--- config.mk ---
export PLATFORM = sky130hd
export DESIGN_NAME = data_mem_ctrl_flat
export DESIGN_NICKNAME = d
export VERILOG_FILES = /design/src/rtl/data_mem_ctrl_pkg.sv /design/src/rtl/data_mem_ctrl_if.sv /design/src/rtl/data_mem_ctrl_lane.sv /design/src/rtl/data_mem_ctrl.sv /design/src/flat_wrapper.sv
export SDC_FILE = /design/constraint.sdc
export NUM_CORES = 1
export LEC_CHECK = 0
export ABC_AREA = 1
export BUFFER_PORTS_ARGS = -buffer_cell sky130_fd_sc_hd__buf_2
export CAP_MARGIN = 20
export CORE_MARGIN = 4
export CORE_UTILIZATION = 38
export DETAILED_ROUTE_END_ITERATION = 6
export SLEW_MARGIN = 25
export SYNTH_ARGS = -nofsm -noshare
export SYNTH_HDL_FRONTEND = slang
export SYNTH_SLANG_ARGS = --single-unit
--- constraint.sdc ---
create_clock -name clk -period 2.65 [get_ports clk]
set_clock_uncertainty 0.1 [all_clocks]
set_input_delay 0.1325 -clock clk [delete_from_list [all_inputs] [get_ports clk]]
set_output_delay 0.1325 -clock clk [all_outputs]
set_load 0.1 [all_outputs]
--- src/rtl/data_mem_ctrl_pkg.sv ---
// Shared types for the data-memory controller: access size codes, FSM states,
// and the request legality rule applied at accept time.
package data_mem_ctrl_pkg;

  // Size codes shared with the control unit's memDataSize field.
  typedef enum logic [1:0] {
    MEM_WORD = 2'd0,
    MEM_HALF = 2'd1,
    MEM_BYTE = 2'd2,
    MEM_ILL  = 2'd3
  } mem_size_e;

  typedef enum logic [2:0] {
    IDLE     = 3'd0,
    RD_WAIT  = 3'd1,
    RMW_WAIT = 3'd2,
    RMW_WR   = 3'd3,
    DONE     = 3'd4
  } state_e;

  // A request is rejected when read and write collide, the size is the
  // reserved code, or the address is not naturally aligned for its size.
  function automatic logic req_illegal(input logic rd, input logic wr,
                                       input mem_size_e sz, input logic [1:0] a);
    return (rd & wr) || (sz == MEM_ILL) ||
           (sz == MEM_WORD && a != 2'b00) || (sz == MEM_HALF && a[0]);
  endfunction

endpackage

--- src/rtl/data_mem_ctrl_if.sv ---
// CPU-side request/response and RAM-side port bundle for data_mem_ctrl.
// slave = the controller; master = CPU pipeline plus RAM.
interface data_mem_ctrl_if #(parameter int RAM_AW = 10);
  logic              memRead;
  logic              memWrite;
  logic [1:0]        memDataSize;
  logic              memBitExtend;
  logic [31:0]       memAddr;
  logic [31:0]       memWdata;
  logic [31:0]       memRdata;
  logic              memStall;
  logic              memAlignErr;
  logic [RAM_AW-1:0] ramAddr;
  logic              ramRe;
  logic              ramWe;
  logic [31:0]       ramWdata;
  logic [31:0]       ramRdata;

  modport slave (
    input  memRead, memWrite, memDataSize, memBitExtend, memAddr, memWdata, ramRdata,
    output memRdata, memStall, memAlignErr, ramAddr, ramRe, ramWe, ramWdata
  );

  modport master (
    output memRead, memWrite, memDataSize, memBitExtend, memAddr, memWdata, ramRdata,
    input  memRdata, memStall, memAlignErr, ramAddr, ramRe, ramWe, ramWdata
  );
endinterface

--- src/rtl/data_mem_ctrl_lane.sv ---
// Little-endian lane formatter: pulls a byte/half out of a RAM word for loads
// (sign- or zero-extended) and merges a store byte/half into a RAM word.
module mem_lane_fmt
  import data_mem_ctrl_pkg::*;
(
  input  logic [31:0] rdata_i,
  input  mem_size_e   size_i,
  input  logic        zext_i,
  input  logic [1:0]  lane_i,
  input  logic [31:0] wdata_i,
  output logic [31:0] ld_data_o,
  output logic [31:0] st_word_o
);
  logic [7:0]  byte_v;
  logic [15:0] half_v;

  // Lane select, extension and merge; word size passes straight through.
  always_comb begin
    byte_v    = rdata_i[{lane_i, 3'b000} +: 8];
    half_v    = lane_i[1] ? rdata_i[31:16] : rdata_i[15:0];
    ld_data_o = rdata_i;
    st_word_o = wdata_i;
    case (size_i)
      MEM_HALF: begin
        ld_data_o = {{16{~zext_i & half_v[15]}}, half_v};
        st_word_o = rdata_i;
        if (lane_i[1]) st_word_o[31:16] = wdata_i[15:0];
        else           st_word_o[15:0]  = wdata_i[15:0];
      end
      MEM_BYTE: begin
        ld_data_o = {{24{~zext_i & byte_v[7]}}, byte_v};
        st_word_o = rdata_i;
        st_word_o[{lane_i, 3'b000} +: 8] = wdata_i[7:0];
      end
      default: ;
    endcase
  end
endmodule

--- src/rtl/data_mem_ctrl.sv ---
// Data-memory responder: serves word/half/byte loads and stores against a
// word-wide RAM without byte enables (sub-word stores are read-modify-write),
// stalls the CPU for the duration and rejects illegal/misaligned requests.
module data_mem_ctrl
  import data_mem_ctrl_pkg::*;
#(
  parameter int RAM_AW = 10
) (
  input  logic            clk,
  input  logic            rst,
  data_mem_ctrl_if.slave  bus
);
  state_e            state_q;
  logic [RAM_AW-1:0] addr_q;
  mem_size_e         size_q;
  logic              zext_q;
  logic [1:0]        lane_q;
  logic [31:0]       wdata_q;
  logic [31:0]       merged_q;
  logic [31:0]       rdata_q;
  logic              err_q;

  mem_size_e   size_in;
  logic        req, idle, accept, illegal, word_st;
  logic [31:0] ld_data, st_word;
  logic        unused_addr;

  assign size_in     = mem_size_e'(bus.memDataSize);
  assign req         = bus.memRead | bus.memWrite;
  assign idle        = (state_q == IDLE);
  assign accept      = idle && req && !rst;
  assign illegal     = req_illegal(bus.memRead, bus.memWrite, size_in, bus.memAddr[1:0]);
  assign word_st     = bus.memWrite && (size_in == MEM_WORD);
  // Byte-address bits above the RAM window are ignored.
  assign unused_addr = ^bus.memAddr[31:RAM_AW+2];

  // Formatter always works on the latched request fields.
  mem_lane_fmt u_fmt (
    .rdata_i   (bus.ramRdata),
    .size_i    (size_q),
    .zext_i    (zext_q),
    .lane_i    (lane_q),
    .wdata_i   (wdata_q),
    .ld_data_o (ld_data),
    .st_word_o (st_word)
  );

  // Request FSM: latch fields at accept, then wait on RAM read data as needed.
  always_ff @(posedge clk) begin
    if (rst) begin
      state_q  <= IDLE;
      addr_q   <= '0;
      size_q   <= MEM_WORD;
      zext_q   <= 1'b0;
      lane_q   <= '0;
      wdata_q  <= '0;
      merged_q <= '0;
      rdata_q  <= '0;
      err_q    <= 1'b0;
    end else begin
      case (state_q)
        IDLE: if (req) begin
          addr_q  <= bus.memAddr[RAM_AW+1:2];
          size_q  <= size_in;
          zext_q  <= bus.memBitExtend;
          lane_q  <= bus.memAddr[1:0];
          wdata_q <= bus.memWdata;
          if (illegal) begin
            rdata_q <= '0;
            err_q   <= 1'b1;
            state_q <= DONE;
          end else if (bus.memRead)      state_q <= RD_WAIT;
          else if (size_in == MEM_WORD)  state_q <= DONE;
          else                           state_q <= RMW_WAIT;
        end
        RD_WAIT: begin
          rdata_q <= ld_data;
          state_q <= DONE;
        end
        RMW_WAIT: begin
          merged_q <= st_word;
          state_q  <= RMW_WR;
        end
        RMW_WR:  state_q <= DONE;
        DONE: begin
          err_q   <= 1'b0;
          state_q <= IDLE;
        end
        default: state_q <= IDLE;
      endcase
    end
  end

  // Strobes fire in the accept cycle so the RAM's one-cycle read latency
  // lines up with RD_WAIT/RMW_WAIT; every output is held at 0 under reset.
  always_comb begin
    bus.memStall    = 1'b0;
    bus.ramRe       = 1'b0;
    bus.ramWe       = 1'b0;
    bus.ramAddr     = '0;
    bus.ramWdata    = '0;
    bus.memRdata    = '0;
    bus.memAlignErr = 1'b0;
    if (!rst) begin
      bus.memStall    = (!idle && state_q != DONE) || (idle && req);
      bus.ramRe       = accept && !illegal && (bus.memRead || size_in != MEM_WORD);
      bus.ramWe       = (accept && !illegal && word_st) || (state_q == RMW_WR);
      bus.ramAddr     = idle ? bus.memAddr[RAM_AW+1:2] : addr_q;
      bus.ramWdata    = (state_q == RMW_WR) ? merged_q : bus.memWdata;
      bus.memRdata    = rdata_q;
      bus.memAlignErr = err_q;
    end
  end
endmodule

--- src/flat_wrapper.sv ---
// flat-port wrapper written by rule: the top's interface ports become plain ports
module data_mem_ctrl_flat import data_mem_ctrl_pkg::*;
#(
  parameter int RAM_AW = 10
)
  (clk, rst, bus_memRead, bus_memWrite, bus_memDataSize, bus_memBitExtend, bus_memAddr, bus_memWdata, bus_ramRdata, bus_memRdata, bus_memStall, bus_memAlignErr, bus_ramAddr, bus_ramRe, bus_ramWe, bus_ramWdata);
  data_mem_ctrl_if #(.RAM_AW(RAM_AW)) bus_i ();
  input  logic clk;
  input  logic rst;
  input wire logic [$bits(bus_i.memRead)-1:0] bus_memRead;
  input wire logic [$bits(bus_i.memWrite)-1:0] bus_memWrite;
  input wire logic [$bits(bus_i.memDataSize)-1:0] bus_memDataSize;
  input wire logic [$bits(bus_i.memBitExtend)-1:0] bus_memBitExtend;
  input wire logic [$bits(bus_i.memAddr)-1:0] bus_memAddr;
  input wire logic [$bits(bus_i.memWdata)-1:0] bus_memWdata;
  input wire logic [$bits(bus_i.ramRdata)-1:0] bus_ramRdata;
  output wire logic [$bits(bus_i.memRdata)-1:0] bus_memRdata;
  output wire logic [$bits(bus_i.memStall)-1:0] bus_memStall;
  output wire logic [$bits(bus_i.memAlignErr)-1:0] bus_memAlignErr;
  output wire logic [$bits(bus_i.ramAddr)-1:0] bus_ramAddr;
  output wire logic [$bits(bus_i.ramRe)-1:0] bus_ramRe;
  output wire logic [$bits(bus_i.ramWe)-1:0] bus_ramWe;
  output wire logic [$bits(bus_i.ramWdata)-1:0] bus_ramWdata;
  assign bus_i.memRead = bus_memRead;
  assign bus_i.memWrite = bus_memWrite;
  assign bus_i.memDataSize = bus_memDataSize;
  assign bus_i.memBitExtend = bus_memBitExtend;
  assign bus_i.memAddr = bus_memAddr;
  assign bus_i.memWdata = bus_memWdata;
  assign bus_i.ramRdata = bus_ramRdata;
  assign bus_memRdata = bus_i.memRdata;
  assign bus_memStall = bus_i.memStall;
  assign bus_memAlignErr = bus_i.memAlignErr;
  assign bus_ramAddr = bus_i.ramAddr;
  assign bus_ramRe = bus_i.ramRe;
  assign bus_ramWe = bus_i.ramWe;
  assign bus_ramWdata = bus_i.ramWdata;
  data_mem_ctrl #(.RAM_AW(RAM_AW)) u_core (.clk(clk), .rst(rst), .bus(bus_i));
endmodule
==> metrics.csv, run 1 <==
stage;metric;value;unit
placed_design;globalplace.congestion;0.9126;
detailed_routing;drtPass1Iterations;5;
layout;n_antenna_cell;0;
placed_design;portBuffers;160;
synth;synth_cells;1191;
detailed_routing;ant_nets;0;
critical_path;cp.arrival;2670;ps
layout;syn2layout_area_growth;31.69;%
global_routing;grt_pass1_vias;7615;
detailed_routing;wl_per_cell;15.67;um
synth;synthDistinctLibCells;27;
synth;netlist_area;7116;um2
layout;final_core_util;0.5146;
synth;synth_seq_cells;115;
timing;grt_setup_unrepaired;false;
global_routing;grt_max_degree;59;
global_routing;globalRoute.totalOverflow;0;
min_path;min_path_type;in -> reg;
timing;hold_ws;6.317;ps
timing;clock.fmax;0.4065;GHz
power_and_ir_drop;power.leakage;0.004391;uW
synth;yosysWarningCount;0;
layout;fill_cells;1864;
clocking;htreeDepth;4;
layout;num-nets-final;1492;
timing;final_hold_viol_count;0;
clocking;clock_sinks;115;
placed_design;place_hpwl;17570;um
clocking;cts_root_buf;clkbuf_16;
timing;timing.final.crit_share;0.9283;
critical_path;required;2860;ps
power_and_ir_drop;power-per-cell-area;694.3;nW/um2
layout;layout-drive-gt1-share;0.1685;
critical_path;crit_path_end_kind;flip-flop;
detailed_routing;vias;8331;
detailed_routing;drtIter0Drc;591;
synth;seq_area_frac_synth;0.3235;
timing;finalMaxSlewViolations;0;
timing;finalSetupViolations;0;
clocking;clkLatencyLatePin;420;ps
status;outcome;completed;
floorplan;core_region_area;18210;um2
critical_path;critPathMaxFanout;21;
global_routing;grtUsageTotal;0.2393;
global_routing;grt_pass1_wl;39320;um
floorplan;core.rowCount;49;
floorplan;dieWidth;144.8;um
synth;synth.net_count;1301;
floorplan;start_util;0.3908;
placed_design;numPlacedInstances;1524;
timing;tightest_slew;851.8;ps
detailed_routing;via_per_inst;5.130;
timing;fin_setup_tns;0;ps
clocking;cts_tree;built;
layout;stdcell_count;1624;
critical_path;crit_type;reg -> reg;
global_routing;antenna_found_initial;0;
detailed_routing;wl;25440;um
run;maxCapViolCount;0;
synth;syn_avg_cell_area;5.974;um2
clocking;cts_buffers;17;
clocking;clk_pin_slew_worst_paths;60;ps
power_and_ir_drop;vdd_drop_max;0.4396;mV
timing;post-route-min-period;2460;ps
timing;slew_headroom;0.4308;
detailed_routing;drc;0;
clocking;clockBufferDepth;2;
floorplan;io_pins;181;
floorplan;die_h;144.8;um
critical_path;start_kind;flip-flop;
floorplan;fp.dieArea;20980;um2
stage by stage:
step | worst slack (ps) | cell area (um2) | power [uW]
after CTS | 82.43 | 9355 | 6508
after detailed placement | 570.7 | 8078 | 4048
after floorplan | -633.9 | 7119 | 3545
after global placement | 600.8 | 8078 | 4034
final | 190.1 | 9370 | 6505
after global routing | 7.261 | 9370 | 6826
cell usage in the layout (no fill, tap or decap), types with 7 or more instances in the layout:
cell / instances
buf_4: 23
a211oi_1: 19
buf_2: 154
a21oi_1: 159
o21ai_0: 128
nand2_1: 296
dlygate4sd3_1: 68
nand3_1: 26
clkbuf_16: 17
nor2_1: 173
inv_1: 126
nand4_1: 17
a22oi_1: 7
dfxtp_1: 115
ha_1: 7
a31oi_1: 8
per-layer routing:
metal	global-route usage	share of wire	wire, um	vias up
met1	0.3207	0.45	11530	3782
met2	0.3823	0.46	11600	305
met4	0.08297	0.024	608	0
li1	-	-	-	4209
met3	0.05061	0.067	1696	35
met5	0	0	0	-
where the power goes:
part	leakage [uW]	switching, uW	internal (uW)
combinational	0.00316	1610	579
sequential	0.000940	83.0	1870
clock	0.000287	840	1520
sequential cells by signal, indices dropped and copies added (netlist names):
signal,flops
u_core.state_q,3
u_core.lane_q,2
u_core.rdata_q,32
u_core.merged_q,32
u_core.zext_q,1
u_core.err_q,1
u_core.size_q,2
u_core.addr_q,10
u_core.wdata_q,32
cell type report:
type / instances / area, um2 / share of cell area
Multi-Input combinational cell: 862 / 3949 / 0.4214
Sequential cell: 115 / 2302 / 0.2457
Timing Repair Buffer: 253 / 1734 / 0.1851
Inverter: 133 / 501.7 / 0.05355
Clock buffer: 23 / 467.9 / 0.04994
Tap cell: 229 / 286.5 / 0.03058
Clock inverter: 9 / 128.9 / 0.01375
cells in the mapped netlist:
library cell  instances  area [um2]
nor2_2                3       18.77
a21oi_1             160       800.8
nand2_1             297        1115
buf_4                 4       30.03
a31oi_1               8       50.05
inv_2                 5       18.77
inv_1               127       476.7
clkbuf_2              3       15.01
nor2_1              173       649.4
o21ai_2               1       8.760
o21ai_1               5       25.02
nand3_1              27       135.1
nand4_1              17       106.4
nand3_2               3       30.03
buf_6                 4       45.04
dfxtp_1             115        2302
a211oi_1             19       142.6
ha_1                  7       87.58
buf_1                 2       7.510
clkbuf_1             43       161.4
o211ai_1              1       7.510
a22oi_1               7       52.55
nand2_2               4       25.02
o21ai_0             128       640.6
buf_2                25       125.1
nand3_4               2       35.03
clkinv_1              1       3.750
kinds of logic (layout without fill, tap and decap cells):
kind of cell	after synthesis	after routing	synth area share
flops	115	115	0.3235
compound gates	329	329	0.2428
buf+inv	214	418	0.1241
simple gates	526	526	0.2972
fa+ha+maj	7	7	0.01231
final timing paths:
check	startpoint	to	slack, ps	cells past startpoint
max	u_core.size_q[0]	u_core.rdata_q[10]	190	10
min	bus_ramRdata[7]	u_core.merged_q[7]	6	3
max reg2reg	u_core.size_q[0]	u_core.rdata_q[10]	190	10
min reg2reg	u_core.addr_q[1]	u_core.addr_q[1]	350	2
worst max-delay path: stages, from the launching register on:
cell and delay (ps):
dfxtp_1 330, inv_1 60, ha_1 300, inv_1 70, buf_4 250, nand2_1 280
a22oi_1 220, dlygate4sd3_1 570, nand2_1 50, nand2_1 60, nand2_1 50
repair_timing:
| item | CTS | global route |
|---|---|---|
| gates resized for setup | 0 | 6 |
| hold buffers | 68 | 0 |
| buffers inserted | 0 | 0 |
| endpoints found under the setup margin | 0 | 7 |
| endpoints found under the hold margin | 61 | 0 |
Note: power is estimated with default switching activity, not from simulation.
==> inputs of run 2 (changes only) <==
--- a/config.mk
+++ b/config.mk
@@ -11,6 +11,7 @@
 export CORE_MARGIN = 4
 export CORE_UTILIZATION = 38
 export DETAILED_ROUTE_END_ITERATION = 6
+export PLACE_DENSITY = 0.68
 export SLEW_MARGIN = 25
 export SYNTH_ARGS = -nofsm -noshare
 export SYNTH_HDL_FRONTEND = slang
==> run 2 against run 1 <==
Effect of this change: cell area rose by 0.97%; hold slack improved by 38 ps; count of clock-buffer cells in the layout fell by 3; via count barely moved; non-clock buffer count did not move; register-to-register slack got worse by 30 ps; final cell count did not move; die area did not move; first-iteration DRC count rose by 25%.
==> metrics.csv, run 2 (synthesis gave the netlist of run 1 again) <==
stage;metric;value;unit;change
status;outcome;completed;;
floorplan;io_pins;181;;unchanged
critical_path;worst_path_largest_cell_delay;590;ps;+20 ps
timing;layout_setup_ws;161.7;ps;-28.45 ps
detailed_routing;via_per_inst;5.129;;about the same
clocking;cts_tree;built;;
layout;layout-drive-gt1-share;0.1706;;+0.002151
critical_path;cp_cell_sequence;inv_1, ha_1, nand2_2, inv_1, a22oi_1, dlygate4sd3_1, nand2_1, nand2_1, nand2_1;;
layout;stdcell_count;1624;;unchanged
detailed_routing;drc;0;;unchanged
layout;final_cell_mix;nand2_1 (295), nor2_1 (173), a21oi_1 (159), buf_2 (134), o21ai_0 (128);;
placed_design;globalplace.congestion;0.9350;;+2.5%
placed_design;numPlacedInstances;1524;;unchanged
floorplan;dieWidth;144.8;um;unchanged
floorplan;fp.dieArea;20980;um2;unchanged
detailed_routing;drtPass1Iterations;5;;unchanged
power_and_ir_drop;power-per-cell-area;699.0;nW/um2;+0.69%
critical_path;start_kind;flip-flop;;
detailed_routing;wl;25380;um;-0.24%
placed_design;portBuffers;160;;unchanged
critical_path;rr_startpoint;u_core.size_q[1];;
placed_design;pre_cts_ws;478.2;ps;-92.57 ps
global_routing;grt_pass1_wl;39450;um;+0.33%
critical_path;critPathMaxFanout;20;;-4.8%
detailed_routing;drtIter0Drc;738;;+25%
layout;top_regs;u_core.merged_q: 32 flops, u_core.rdata_q: 32 flops, u_core.wdata_q: 32 flops;;
floorplan;core_region_area;18210;um2;unchanged
critical_path;r2r_setup_slack;160;ps;-30 ps
clocking;cts_root_buf;clkbuf_16;;
clocking;postCtsSetupBuffers;0;;unchanged
critical_path;required;2870;ps;about the same
detailed_routing;vias;8330;;-0.012%
global_routing;antenna_found_initial;0;;unchanged
critical_path;crit_type;reg -> reg;;
clocking;htreeDepth;4;;unchanged
floorplan;start_util;0.3908;;unchanged
clocking;clkLatencyLatePin;430;ps;about the same
critical_path;cpLargestDelayFamily;buffers and inverters;;
floorplan;die_h;144.8;um;unchanged
floorplan;core.rowCount;49;;unchanged
timing;clock.fmax;0.4019;GHz;-1.1%
global_routing;grt_max_degree;88;;+49%
power_and_ir_drop;power.leakage;0.004392;uW;about the same
min_path;min_path_type;in -> reg;;
timing;tightest_slew;845.0;ps;-6.842 ps
detailed_routing;wl_per_cell;15.63;um;-0.24%
timing;finalMaxSlewViolations;0;;unchanged
critical_path;crit_path_end_kind;flip-flop;;
power_and_ir_drop;vdd_drop_max;0.5061;mV;+15%
global_routing;globalRoute.totalOverflow;0;;unchanged
clocking;clock_sinks;115;;unchanged
critical_path;cp.arrival;2710;ps;+40 ps
min_path;min_to;u_core.merged_q[7];;
detailed_routing;ant_nets;0;;unchanged
critical_path;cp_common_cell;nand2_1;;
layout;num-nets-final;1492;;unchanged
critical_path;reg2reg_depth;9;;-1
clocking;clockBufferDepth;2;;unchanged
clocking;clk_pin_slew_worst_paths;60;ps;about the same
min_path;worstHoldStart;bus_ramRdata[7];;
min_path;whs_path_depth;3;;unchanged
layout;n_antenna_cell;0;;unchanged
timing;finalSetupViolations;0;;unchanged
placed_design;place_hpwl;17370;um;-1.1%
global_routing;grtUsageTotal;0.2388;;-0.0004773
run;maxCapViolCount;0;;unchanged
layout;layout_commonest_cell;nand2_1;;
timing;final_hold_viol_count;0;;unchanged
timing;post-route-min-period;2488;ps;+28.45 ps
timing;slew_headroom;0.4353;;+0.004572
global_routing;grt_pass1_vias;7731;;+1.5%
critical_path;r2r_end;u_core.rdata_q[12];;
critical_path;cp_num_buf_inv;3;;-1
clocking;cts_buffers;17;;unchanged
layout;syn2layout_area_growth;32.97;%;
critical_path;cp_slowest_cell;dlygate4sd3_1;;
timing;timing.final.crit_share;0.9390;;+0.01074
[run 2: cell types whose count changed in the layout (fill, tap and decap cells not counted)]
| cell | previous run | this run |
|---|---|---|
| clkbuf_1 | 4 | 2 |
| clkinvlp_4 | 2 | 5 |
| clkbuf_8 | 2 | 1 |
| clkinv_2 | 3 | 1 |
| inv_6 | 0 | 1 |
| nor2_2 | 3 | 2 |
| buf_4 | 23 | 22 |
| nand2_2 | 5 | 6 |
| bufinv_16 | 3 | 4 |
| buf_6 | 0 | 1 |
| buf_2 | 154 | 134 |
| clkbuf_4 | 4 | 24 |
| nor2_4 | 0 | 1 |
| nand2_1 | 296 | 295 |
[run 2: how the worst max path moves through the flow]
stage                                  from                 end  slack, ps  cells past startpoint
after floorplan           u_core.state_q[1]      bus_ramAddr[5]       -630                      6
after global placement    u_core.state_q[0]    bus_ramWdata[21]        450                      8
after detailed placement  u_core.state_q[0]    bus_ramWdata[21]        480                      8
after CTS                 u_core.state_q[0]    bus_ramWdata[21]         10                      8
after global routing      u_core.state_q[0]     bus_ramWdata[5]        -10                      8
final                      u_core.size_q[1]  u_core.rdata_q[12]        160                      9
[run 2: area by class of cell]
class | count | area (um2)
Timing Repair Buffer | 253 | 1788
Fill cell | 1833 | 8747
Sequential cell | 115 | 2302
Multi-Input combinational cell | 862 | 3956
Inverter | 133 | 501.7
Clock buffer | 20 | 446.7
Clock inverter | 12 | 180.2
Tap cell | 229 | 286.5
[run 2: worst reg2reg max path, cell delays in order, from the launching register on]
cell,delay [ps]
dfxtp_1,330
inv_1,60
ha_1,270
nand2_2,400
inv_1,270
a22oi_1,220
dlygate4sd3_1,590
nand2_1,60
nand2_1,60
nand2_1,40
[run 2: per-stage QoR]
stage	instance area (um2)	hold WS, ps	power [uW]	util	TNS, ps
2_1_floorplan	7119	175.5	3545	-	-3048
3_3_place_gp	8078	304.4	4010	0.4436	0
3_5_place_dp	8078	318.7	4027	0.4436	0
4_1_cts	9385	24.10	6592	0.5154	0
5_1_grt	9462	49.84	6948	0.5196	-12.23
6_report	9462	44.31	6614	0.5196	0
[run 2: layer usage]
metal	vias up	GRT usage	wire (um)	part of all wire
met5	-	0	0	0
met4	0	0.09278	773	0.030
met3	55	0.04864	1917	0.076
met2	328	0.3755	11430	0.45
met1	3733	0.3220	11250	0.44
li1	4214	-	-	-
[run 2: report_power, final]
group | switching (uW) | internal, uW | total, uW | leakage, uW
Combinational | 1600 | 590 | 2190 | 0.00316
Clock | 862 | 1600 | 2460 | 0.000289
Sequential | 85.6 | 1870 | 1960 | 0.000940
[run 2: what timing repair did]
item                                    4_1_cts  5_1_grt
hold buffers                                 68        0
resized for setup                             0       29
endpoints found under the setup margin        0       33
hold endpoints to repair                     62        0
